--- src/rtl/lz77_pkg.sv ---
// Shared types and default sizing for the LZ77 job controller and its bit packer.
package lz77_pkg;

  localparam int unsigned AddrBitsDefault       = 18;
  localparam int unsigned LenBitsDefault        = 18;
  localparam int unsigned WatchdogCyclesDefault = 1048575;

  typedef enum logic [3:0] {
    StIdle,
    StStart,
    StWaitBusy,
    StFetch,
    StCapture,
    StFeed,
    StDrain,
    StFlush,
    StReport
  } state_e;

endpackage

--- src/rtl/lz77_bit_packer.sv ---
// Packs the compressor's serial output bits MSB-first into bytes, with a zero-padded flush.
module lz77_bit_packer (
  input  logic       clk,
  input  logic       rst_n,
  input  logic       bitIn,
  input  logic       bitValid,
  input  logic       flush,
  input  logic       outByteReady,
  output logic       compOutputReady,
  output logic [7:0] outByte,
  output logic       outByteValid
);

  logic [7:0] shiftReg, shiftNext, merged, byteNext;
  logic [2:0] bitCount, countNext;
  logic       partialEmpty, accept, validNext;

  assign partialEmpty = (bitCount == 3'd0);
  assign accept       = bitValid && compOutputReady;

  always_comb begin
    merged = shiftReg;
    if (accept) merged[3'd7 - bitCount] = bitIn;
    validNext = outByteValid && !outByteReady;
    byteNext  = outByte;
    shiftNext = shiftReg;
    countNext = bitCount;
    if ((accept && bitCount == 3'd7) ||
        (flush && !outByteValid && (accept || !partialEmpty))) begin
      byteNext  = merged;
      validNext = 1'b1;
      shiftNext = '0;
      countNext = '0;
    end else if (accept) begin
      shiftNext = merged;
      countNext = bitCount + 3'd1;
    end
  end

  // Ready is registered from the next valid so it reads 0 while in reset.
  always_ff @(posedge clk or negedge rst_n) begin
    if (!rst_n) begin
      shiftReg        <= '0;
      bitCount        <= '0;
      outByte         <= '0;
      outByteValid    <= 1'b0;
      compOutputReady <= 1'b0;
    end else begin
      shiftReg        <= shiftNext;
      bitCount        <= countNext;
      outByte         <= byteNext;
      outByteValid    <= validNext;
      compOutputReady <= !validNext;
    end
  end

endmodule

--- src/rtl/lz77_job_controller.sv ---
// Runs one lz77_compressor through whole jobs: fetch source bytes, feed, pack output, report.
module lz77_job_controller
  import lz77_pkg::*;
#(
  parameter int unsigned addrBits       = AddrBitsDefault,
  parameter int unsigned lenBits        = LenBitsDefault,
  parameter int unsigned watchdogCycles = WatchdogCyclesDefault
) (
  input  logic                clk,
  input  logic                rst_n,
  input  logic                cmdValid,
  output logic                cmdReady,
  input  logic [addrBits-1:0] cmdBase,
  input  logic [lenBits-1:0]  cmdLength,
  output logic                memReadEn,
  output logic [addrBits-1:0] memAddr,
  input  logic [7:0]          memReadData,
  output logic                compStart,
  input  logic                compBusy,
  input  logic                compDone,
  output logic [7:0]          compInputData,
  output logic                compInputValid,
  input  logic                compInputReady,
  output logic                compLastInput,
  input  logic                compOutputBit,
  input  logic                compOutputValid,
  output logic                compOutputReady,
  input  logic [31:0]         compBytesRead,
  output logic [7:0]          outByte,
  output logic                outByteValid,
  input  logic                outByteReady,
  output logic                statusValid,
  output logic                statusError,
  output logic [31:0]         statusBits,
  output logic [31:0]         statusCycles
);

  localparam logic [lenBits-1:0] LenOne = lenBits'(1);

  state_e              state;
  logic [addrBits-1:0] base;
  logic [lenBits-1:0]  length, index;
  logic [31:0]         cycleCount, bitTotal, cycleSat;
  logic [32:0]         cycleInc;
  logic                wdExpired, wdHit, inJob, bitAccept, flushReq;

  assign cycleInc  = {1'b0, cycleCount} + 33'd1;
  assign cycleSat  = cycleInc[32] ? cycleCount : cycleInc[31:0];
  assign wdHit     = cycleInc >= 33'(watchdogCycles);
  assign inJob     = state inside {StStart, StWaitBusy, StFetch, StCapture, StFeed, StDrain};
  assign bitAccept = compOutputValid && compOutputReady;
  assign flushReq  = (state == StFlush) && !outByteValid;

  lz77_bit_packer u_packer (
    .clk            (clk),
    .rst_n          (rst_n),
    .bitIn          (compOutputBit),
    .bitValid       (compOutputValid),
    .flush          (flushReq),
    .outByteReady   (outByteReady),
    .compOutputReady(compOutputReady),
    .outByte        (outByte),
    .outByteValid   (outByteValid)
  );

  always_ff @(posedge clk or negedge rst_n) begin
    if (!rst_n) begin
      state          <= StIdle;
      base           <= '0;
      length         <= '0;
      index          <= '0;
      cycleCount     <= '0;
      bitTotal       <= '0;
      wdExpired      <= 1'b0;
      cmdReady       <= 1'b1;
      memReadEn      <= 1'b0;
      memAddr        <= '0;
      compStart      <= 1'b0;
      compInputData  <= '0;
      compInputValid <= 1'b0;
      compLastInput  <= 1'b0;
      statusValid    <= 1'b0;
      statusError    <= 1'b0;
      statusBits     <= '0;
      statusCycles   <= '0;
    end else begin
      compStart   <= 1'b0;
      statusValid <= 1'b0;
      memReadEn   <= 1'b0;
      if (bitAccept && !(&bitTotal)) bitTotal <= bitTotal + 32'd1;
      if (inJob) cycleCount <= cycleSat;
      // Watchdog wins over every in-job state except the cycle done is seen.
      if (inJob && wdHit && !(state == StDrain && compDone)) begin
        state          <= StReport;
        wdExpired      <= 1'b1;
        compInputValid <= 1'b0;
        compLastInput  <= 1'b0;
      end else begin
        case (state)
          StIdle: if (cmdValid) begin
            base       <= cmdBase;
            length     <= cmdLength;
            index      <= '0;
            cycleCount <= '0;
            bitTotal   <= '0;
            wdExpired  <= 1'b0;
            cmdReady   <= 1'b0;
            if (cmdLength == '0) begin
              state <= StReport;
            end else begin
              compStart <= 1'b1;
              state     <= StStart;
            end
          end
          StStart: state <= StWaitBusy;
          StWaitBusy: if (compBusy) begin
            memReadEn <= 1'b1;
            memAddr   <= base;
            state     <= StFetch;
          end
          StFetch: state <= StCapture;
          StCapture: begin
            compInputData  <= memReadData;
            compInputValid <= 1'b1;
            compLastInput  <= (index == length - LenOne);
            state          <= StFeed;
          end
          StFeed: if (compInputReady) begin
            compInputValid <= 1'b0;
            compLastInput  <= 1'b0;
            if (compLastInput) begin
              state <= StDrain;
            end else begin
              index     <= index + LenOne;
              memReadEn <= 1'b1;
              memAddr   <= base + addrBits'(index + LenOne);
              state     <= StFetch;
            end
          end
          StDrain: if (compDone) state <= StFlush;
          StFlush: if (!outByteValid) state <= StReport;
          StReport: begin
            statusValid  <= 1'b1;
            statusError  <= (length == '0) || wdExpired || (compBytesRead != 32'(length));
            statusBits   <= bitTotal;
            statusCycles <= cycleCount;
            cmdReady     <= 1'b1;
            state        <= StIdle;
          end
          default: state <= StIdle;
        endcase
      end
    end
  end

endmodule

--- config.mk ---
export PLATFORM = sky130hd
export DESIGN_NAME = lz77_job_controller
export DESIGN_NICKNAME = d
export VERILOG_FILES = /design/src/rtl/lz77_pkg.sv /design/src/rtl/lz77_bit_packer.sv /design/src/rtl/lz77_job_controller.sv
export SDC_FILE = /design/constraint.sdc
export NUM_CORES = 1
export LEC_CHECK = 0
export BUFFER_PORTS_ARGS = -buffer_cell sky130_fd_sc_hd__buf_4
export CORE_AREA = 8 8 171 173
export CTS_CLUSTER_SIZE = 30
export DETAILED_ROUTE_END_ITERATION = 7
export DIE_AREA = 0 0 179 181
export PLACE_DENSITY = 0.86
export SYNTH_ARGS = -nofsm -noshare
export SYNTH_HDL_FRONTEND = slang
export SYNTH_HIERARCHICAL = 1
export SYNTH_SLANG_ARGS = --single-unit
--- constraint.sdc ---
create_clock -name clk -period 3.7 [get_ports clk]
set_clock_uncertainty 0.15 [all_clocks]
set_input_delay 0 -clock clk [delete_from_list [all_inputs] [get_ports clk]]
set_output_delay 0 -clock clk [all_outputs]
set_load 0.005 [all_outputs]
-- Yosys cells after proc, flatten, opt, wreduce, memory -nomap -nowiden
Index checks and enable logic that the tools add are counted.
- output and inout bits: 107
- flip-flop bits (word level): 241
- bits of input ports: 85
- magnitude comparators: 3
- equality and inequality tests: 20
- muxes and demuxes: 55
- add/subtract/negate cells: 7
- bitwise gates (word level): 1
- reductions and logical operators: 43
- operators by type and width (kind ; count):
    two-way mux 32 bit ; 9
    two-way mux 18 bit ; 6
    case mux 18 bit (2 select lines) ; 2
    zero test 18 bit ; 2
    adder 32 x 1 -> 33 bit, second input constant ; 1
    >= comparator 33 x 20 -> 1 bit, second input constant ; 1
    adder 32 x 1 -> 32 bit, second input constant ; 1
    inequality test 32 x 18 -> 1 bit ; 1
    case mux 4 bit (8 select lines) ; 1
    AND reduction 32 bit ; 1
    two-way mux 4 bit ; 7
    two-way mux 8 bit ; 3
    adder 18 x 1 -> 18 bit, second input constant ; 1
    adder 18 bit ; 1
    == test 18 bit ; 1
    two-way mux 1 bit ; 18
    subtractor 18 x 1 -> 18 bit, second input constant ; 1
    == test 4 x 3 -> 1 bit, second input constant ; 4
    AND reduction 5 bit ; 3
    nonzero test 2 bit ; 6
    logical AND 1 bit ; 11
    two-way mux 3 bit ; 3
    inequality test 3 x 2 -> 1 bit, second input constant ; 3
    bitwise mux 8 bit ; 1
    other kinds (21) ; 41

-- Logic depth before layout (Yosys ltp)
- word-level depth: 9
- depth in mapped cells: 15
- depth with buffers taken out: 14

-- Cells and area by module
Netlist, hierarchy kept.
- modules (own cells, without submodules) (module ; cells each ; times used ; area an instance (um2) ; seq. area each (um2)):
    lz77_job_controller ; 1242 ; 1 ; 12070.3 ; 5506.5
    lz77_bit_packer ; 91 ; 1 ; 1047.3 ; 525.5

-- Worst setup path after synthesis
No wires, ideal clock.
- kind: register to register
- from: register index[2]
- to: register memAddr[17]
- period minus slack after synthesis: 3620 ps
- arrival time: 3345 ps
- stages on the path, launching flop included: 14
- path buffers: 1
- slack: 80 ps
- cell sequence: dfrtp_1 clkbuf_1 nand2_1 nor4_1 nand3_1 xnor2_1 ha_1 a21o_1 nor3_1 a211oi_1 o31ai_1 mux2i_1 xnor2_1 mux2_2
- word-level cells in the longest chain between the ends: 5
- RTL lines (what ; line ; RTL):
    start, declared ; lz77_job_controller.sv:42 ; logic [lenBits-1:0] length, index;
    start signal, assigned ; lz77_job_controller.sv:134 ; index <= index + LenOne;
    adder 18 x 1 -> 18 bit ; lz77_job_controller.sv:136 ; memAddr <= base + addrBits'(index + LenOne);
    adder 18 bit ; lz77_job_controller.sv:136 ;
    two-way mux 18 bit ; lz77_job_controller.sv:131 ; if (compLastInput) begin
    two-way mux 18 bit ; lz77_job_controller.sv:128 ; StFeed: if (compInputReady) begin
    case mux 18 bit (2 select lines) ; lz77_job_controller.sv:99 ; case (state)
    end signal, assigned ; lz77_job_controller.sv:118 ; memAddr <= base;
    end signal, assigned ; lz77_job_controller.sv:136 ;
    end, declared ; lz77_job_controller.sv:16 ; output logic [addrBits-1:0] memAddr,
No other way between the ends. The select of a mux whose other input is x is not followed.
A chain may end at the register's enable or synchronous reset.

-- Final worst setup path
- from: register cycleCount[10]
- to: register memAddr[15]
- word-level cells in the longest chain between the ends: 6
- RTL lines (what ; line ; RTL):
    start, declared ; lz77_job_controller.sv:43 ; logic [31:0] cycleCount, bitTotal, cycleSat;
    start signal, assigned ; lz77_job_controller.sv:91 ; if (inJob) cycleCount <= cycleSat;
    adder 32 x 1 -> 33 bit ; lz77_job_controller.sv:47 ; assign cycleInc = {1'b0, cycleCount} + 33'd1;
    >= comparator 33 x 20 -> 1 bit ; lz77_job_controller.sv:49 ; assign wdHit = cycleInc >= 33'(watchdogCycles);
    logical AND 1 bit (2 in series) ; lz77_job_controller.sv:93 ; if (inJob && wdHit && !(state == StDrain && compDone)) begin
    inverter 1 bit (no line) ; n/a ;
    AND reduction 5 bit (no line) ; n/a ;
No other way between the ends.

==> flow_metrics.tcl <==
set metrics [dict create \
    ys_async_sr_fraction 1.00 \
    cp_num_cells 8 \
    grt_overflow 0 \
    dr.pass1.iters 6 \
    min_path_cells 6 \
    fin_nets 1698 \
    vias_per_cell 5.70 \
    synth_warnings 6 \
    synth_nets 1445 \
    layout_commonest_cell "dfrtp_1" \
    post-place-cells 1808 \
    cts.clk_slew.worst_paths_ps 60 \
    post_drt_wl_per_cell_um 18.0 \
    power.total_mw 10.3 \
    switching_share 0.342 \
    drt-total-wl_mm 35.1 \
    synth_cell_types 73 \
    cts_root_buffer "clkbuf_16" \
    diodes 0 \
    syn-instance-count 1333 \
    vdd_drop_max_mv 0.466 \
    startpoint_type "flip-flop" \
    outcome "completed" \
    pwr-share-comb 0.361 \
    path_max_fanout 19 \
    ys_seq_area_frac 0.460 \
    synth-seq-cells 241 \
    antenna_found_initial 1 \
    dieHeight_um 181 \
    grt_pass1_vias 11278 \
    core_sq_um 26500 \
    cts.path.max_buffers 3 \
    crit_type "flip-flop to flip-flop" \
    fin_area_sq_um 16700 \
    cap_violations 0 \
    setup_viol 0 \
    crit_family "simple AND/OR/NAND/NOR gates" \
    r2r_cells 8 \
    slew_headroom 0.466 \
    final.fill_count 2028 \
    critical_path_buf_inv_count 0 \
    dieArea_sq_um 32400 \
    setup_tns_ps 0 \
    internal_power_mw 6.78 \
    dieWidth_um 179 \
    slew_violations 0 \
    ant_nets 0 \
    cts_setup_buffers 0 \
    cp.required_ps 3960 \
    synth.cell_area_sq_um 13100 \
    grt_pass1_wl_mm 56.9 \
    cts_htree_levels 1 \
    cts_made_buffers 26 \
    period_minus_slack_ps 3580 \
    finalHoldViolations 0 \
    cts_tree "done" \
    grt_max_degree 105 \
    most-common-layout-cells "dfrtp_1 (240), buf_4 (211), nand2_1 (182)" \
    setup_ws_ps 120 \
    worstPathArrival_ps 3840 \
    p_leak_nw 8.04 \
    portBuffers 191 \
    num_vias 11099 \
    crit_top_cell "or4_4" \
    dpl_cell_area_sq_um 14800 \
    power_switching_mw 3.52 \
    seqPwrFrac 0.377 \
    gp_congestion 0.918 \
    drt_iter0_markers 708 \
    initial_utilization 0.495 \
    drc_errors 0 \
    fmax_mhz 279 \
    finalCoreUtilization 0.631 \
    synth_enable_flop_cells 0 \
    p_per_area_nw_per_um2 616 \
    critical-path-max-stage-delay_ps 600 \
    pwr-share-clk 0.263 \
    cts_num_sinks 241 \
    crit_path_end_kind "flip-flop" \
    syn2layout_area_growth_pct 27.5 \
    hp-class "input pin to flip-flop" \
    grt_usage 0.211 \
    place_worst_setup_slack_ps 147 \
    critical_path.slowest_cell "or4_4" \
    clk_latency_ps 550 \
    pin_count 192 \
    hpwl_mm 24.3 \
    syn-mean-instance-area_sq_um 9.84 \
    stdcell_count 1947 \
    finalCritPeriodShare 0.968 \
    path_cells "nand4_4, or4_4, or4_4, mux2i_1, nor4b_1, a31o_4, nand3_4, mux2_4" \
    whs_ps 60.1 \
    tightest_slew_ps 793 \
    ys.flop_type "dfrtp_1" \
    drive_gt1_frac 0.244 \
    rows 60 \
]
power by group through the flow:
stage | registers, mW | clock network, mW | logic (mW)
global route | 3.96 | 2.87 | 4.08
floorplan | 3.66 | 0 | 2.24
detailed placement | 3.90 | 0 | 3.32
global placement | 3.86 | 0 | 3.19
CTS | 3.87 | 2.77 | 3.70
finish | 3.88 | 2.71 | 3.71
registers in the layout, summed over array words and instances, names as in the netlist, 3 cells and up:
signal / cells
base: 18
bitTotal: 32
length: 18
memAddr: 18
statusCycles: 32
index: 18
statusBits: 32
cycleCount: 32
compInputData: 8
u_packer/shiftReg: 8
u_packer/outByte: 8
state: 4
u_packer/bitCount: 3
final timing paths:
path / start / endpoint / slack (ps)
max in group asynchronous: rst_n / u_packer/bitCount[1]$_DFFE_PN0P_ / 2410
min: compBusy / state[3]$_DFFE_PN0P_ / 60
max reg2reg: cycleCount[10]$_DFF_PN0_ / memAddr[15]$_DFFE_PN0P_ / 120
max: cycleCount[10]$_DFF_PN0_ / memAddr[15]$_DFFE_PN0P_ / 120
min reg2reg: u_packer/shiftReg[0]$_DFFE_PN0P_ / u_packer/shiftReg[0]$_DFFE_PN0P_ / 350
min in group asynchronous: rst_n / memAddr[8]$_DFFE_PN0P_ / 450
metal layers:
metal	wire length (um)	GRT usage	part of all wire
met3	2360	0.0434	0.067
met4	792	0.0566	0.023
met1	13900	0.254	0.40
met5	14	0	0.00040
met2	18000	0.374	0.51
worst reg2reg max path, delay by kind of cell, from the launching register on:
| kind | cells | cell delay (ps) |
|---|---|---|
| AND/OR/NAND/NOR | 5 | 1960 |
| flip-flops | 1 | 510 |
| multiplexers | 2 | 550 |
| AO/OA/AOI/OAI | 1 | 280 |
cells in the mapped netlist, types with 8 or more instances:
master	n	share of area
a21oi_1	36	0.014
a22o_1	10	0.0067
a31oi_1	24	0.011
a32o_1	8	0.0061
and3_1	18	0.0086
and4_1	13	0.0087
buf_2	13	0.0050
clkbuf_1	53	0.015
dfrtp_1	240	0.46
ha_1	26	0.025
inv_1	21	0.0060
mux2_1	8	0.0069
mux2_2	93	0.080
mux2_4	9	0.010
mux2i_1	8	0.0061
nand2_1	182	0.052
nand3_1	58	0.022
nand3b_1	10	0.0057
nand4_1	28	0.013
nor2_1	118	0.034
nor3_1	32	0.012
nor4_1	25	0.012
o21a_1	8	0.0046
o21ai_0	29	0.011
o21ai_1	9	0.0034
or3_1	9	0.0043
xnor2_1	51	0.034
xor2_1	88	0.059
logic make-up after synthesis:
logic type               count (synthesis)  share of synthesized area
adder cells (fa/ha/maj)                 27                     0.0263
AND/OR/NAND/NOR                        537                      0.199
multiplexers                           118                      0.103
flip-flops                             241                      0.460
AO/OA/AOI/OAI                          170                     0.0855
buffers and inverters                  101                     0.0333
XOR/XNOR                               139                     0.0928
layout make-up:
cell class                      count  area, sq um  share of cell area
Multi-Input combinational cell    991         6710               0.401
Tap cell                          341          427              0.0255
Clock buffer                       36          748              0.0447
Timing Repair Buffer              305         2570               0.154
Clock inverter                     12          163             0.00973
Sequential cell                   241         6030               0.361
Inverter                           21         78.8             0.00471
timing repair:
action / 4_1_cts / 5_1_grt
hold endpoints to repair: 310 / 0
hold buffers: 91 / 0
endpoints found under the setup margin: 0 / 20
resized for setup: 0 / 12
(Power assumes the default switching activity.)
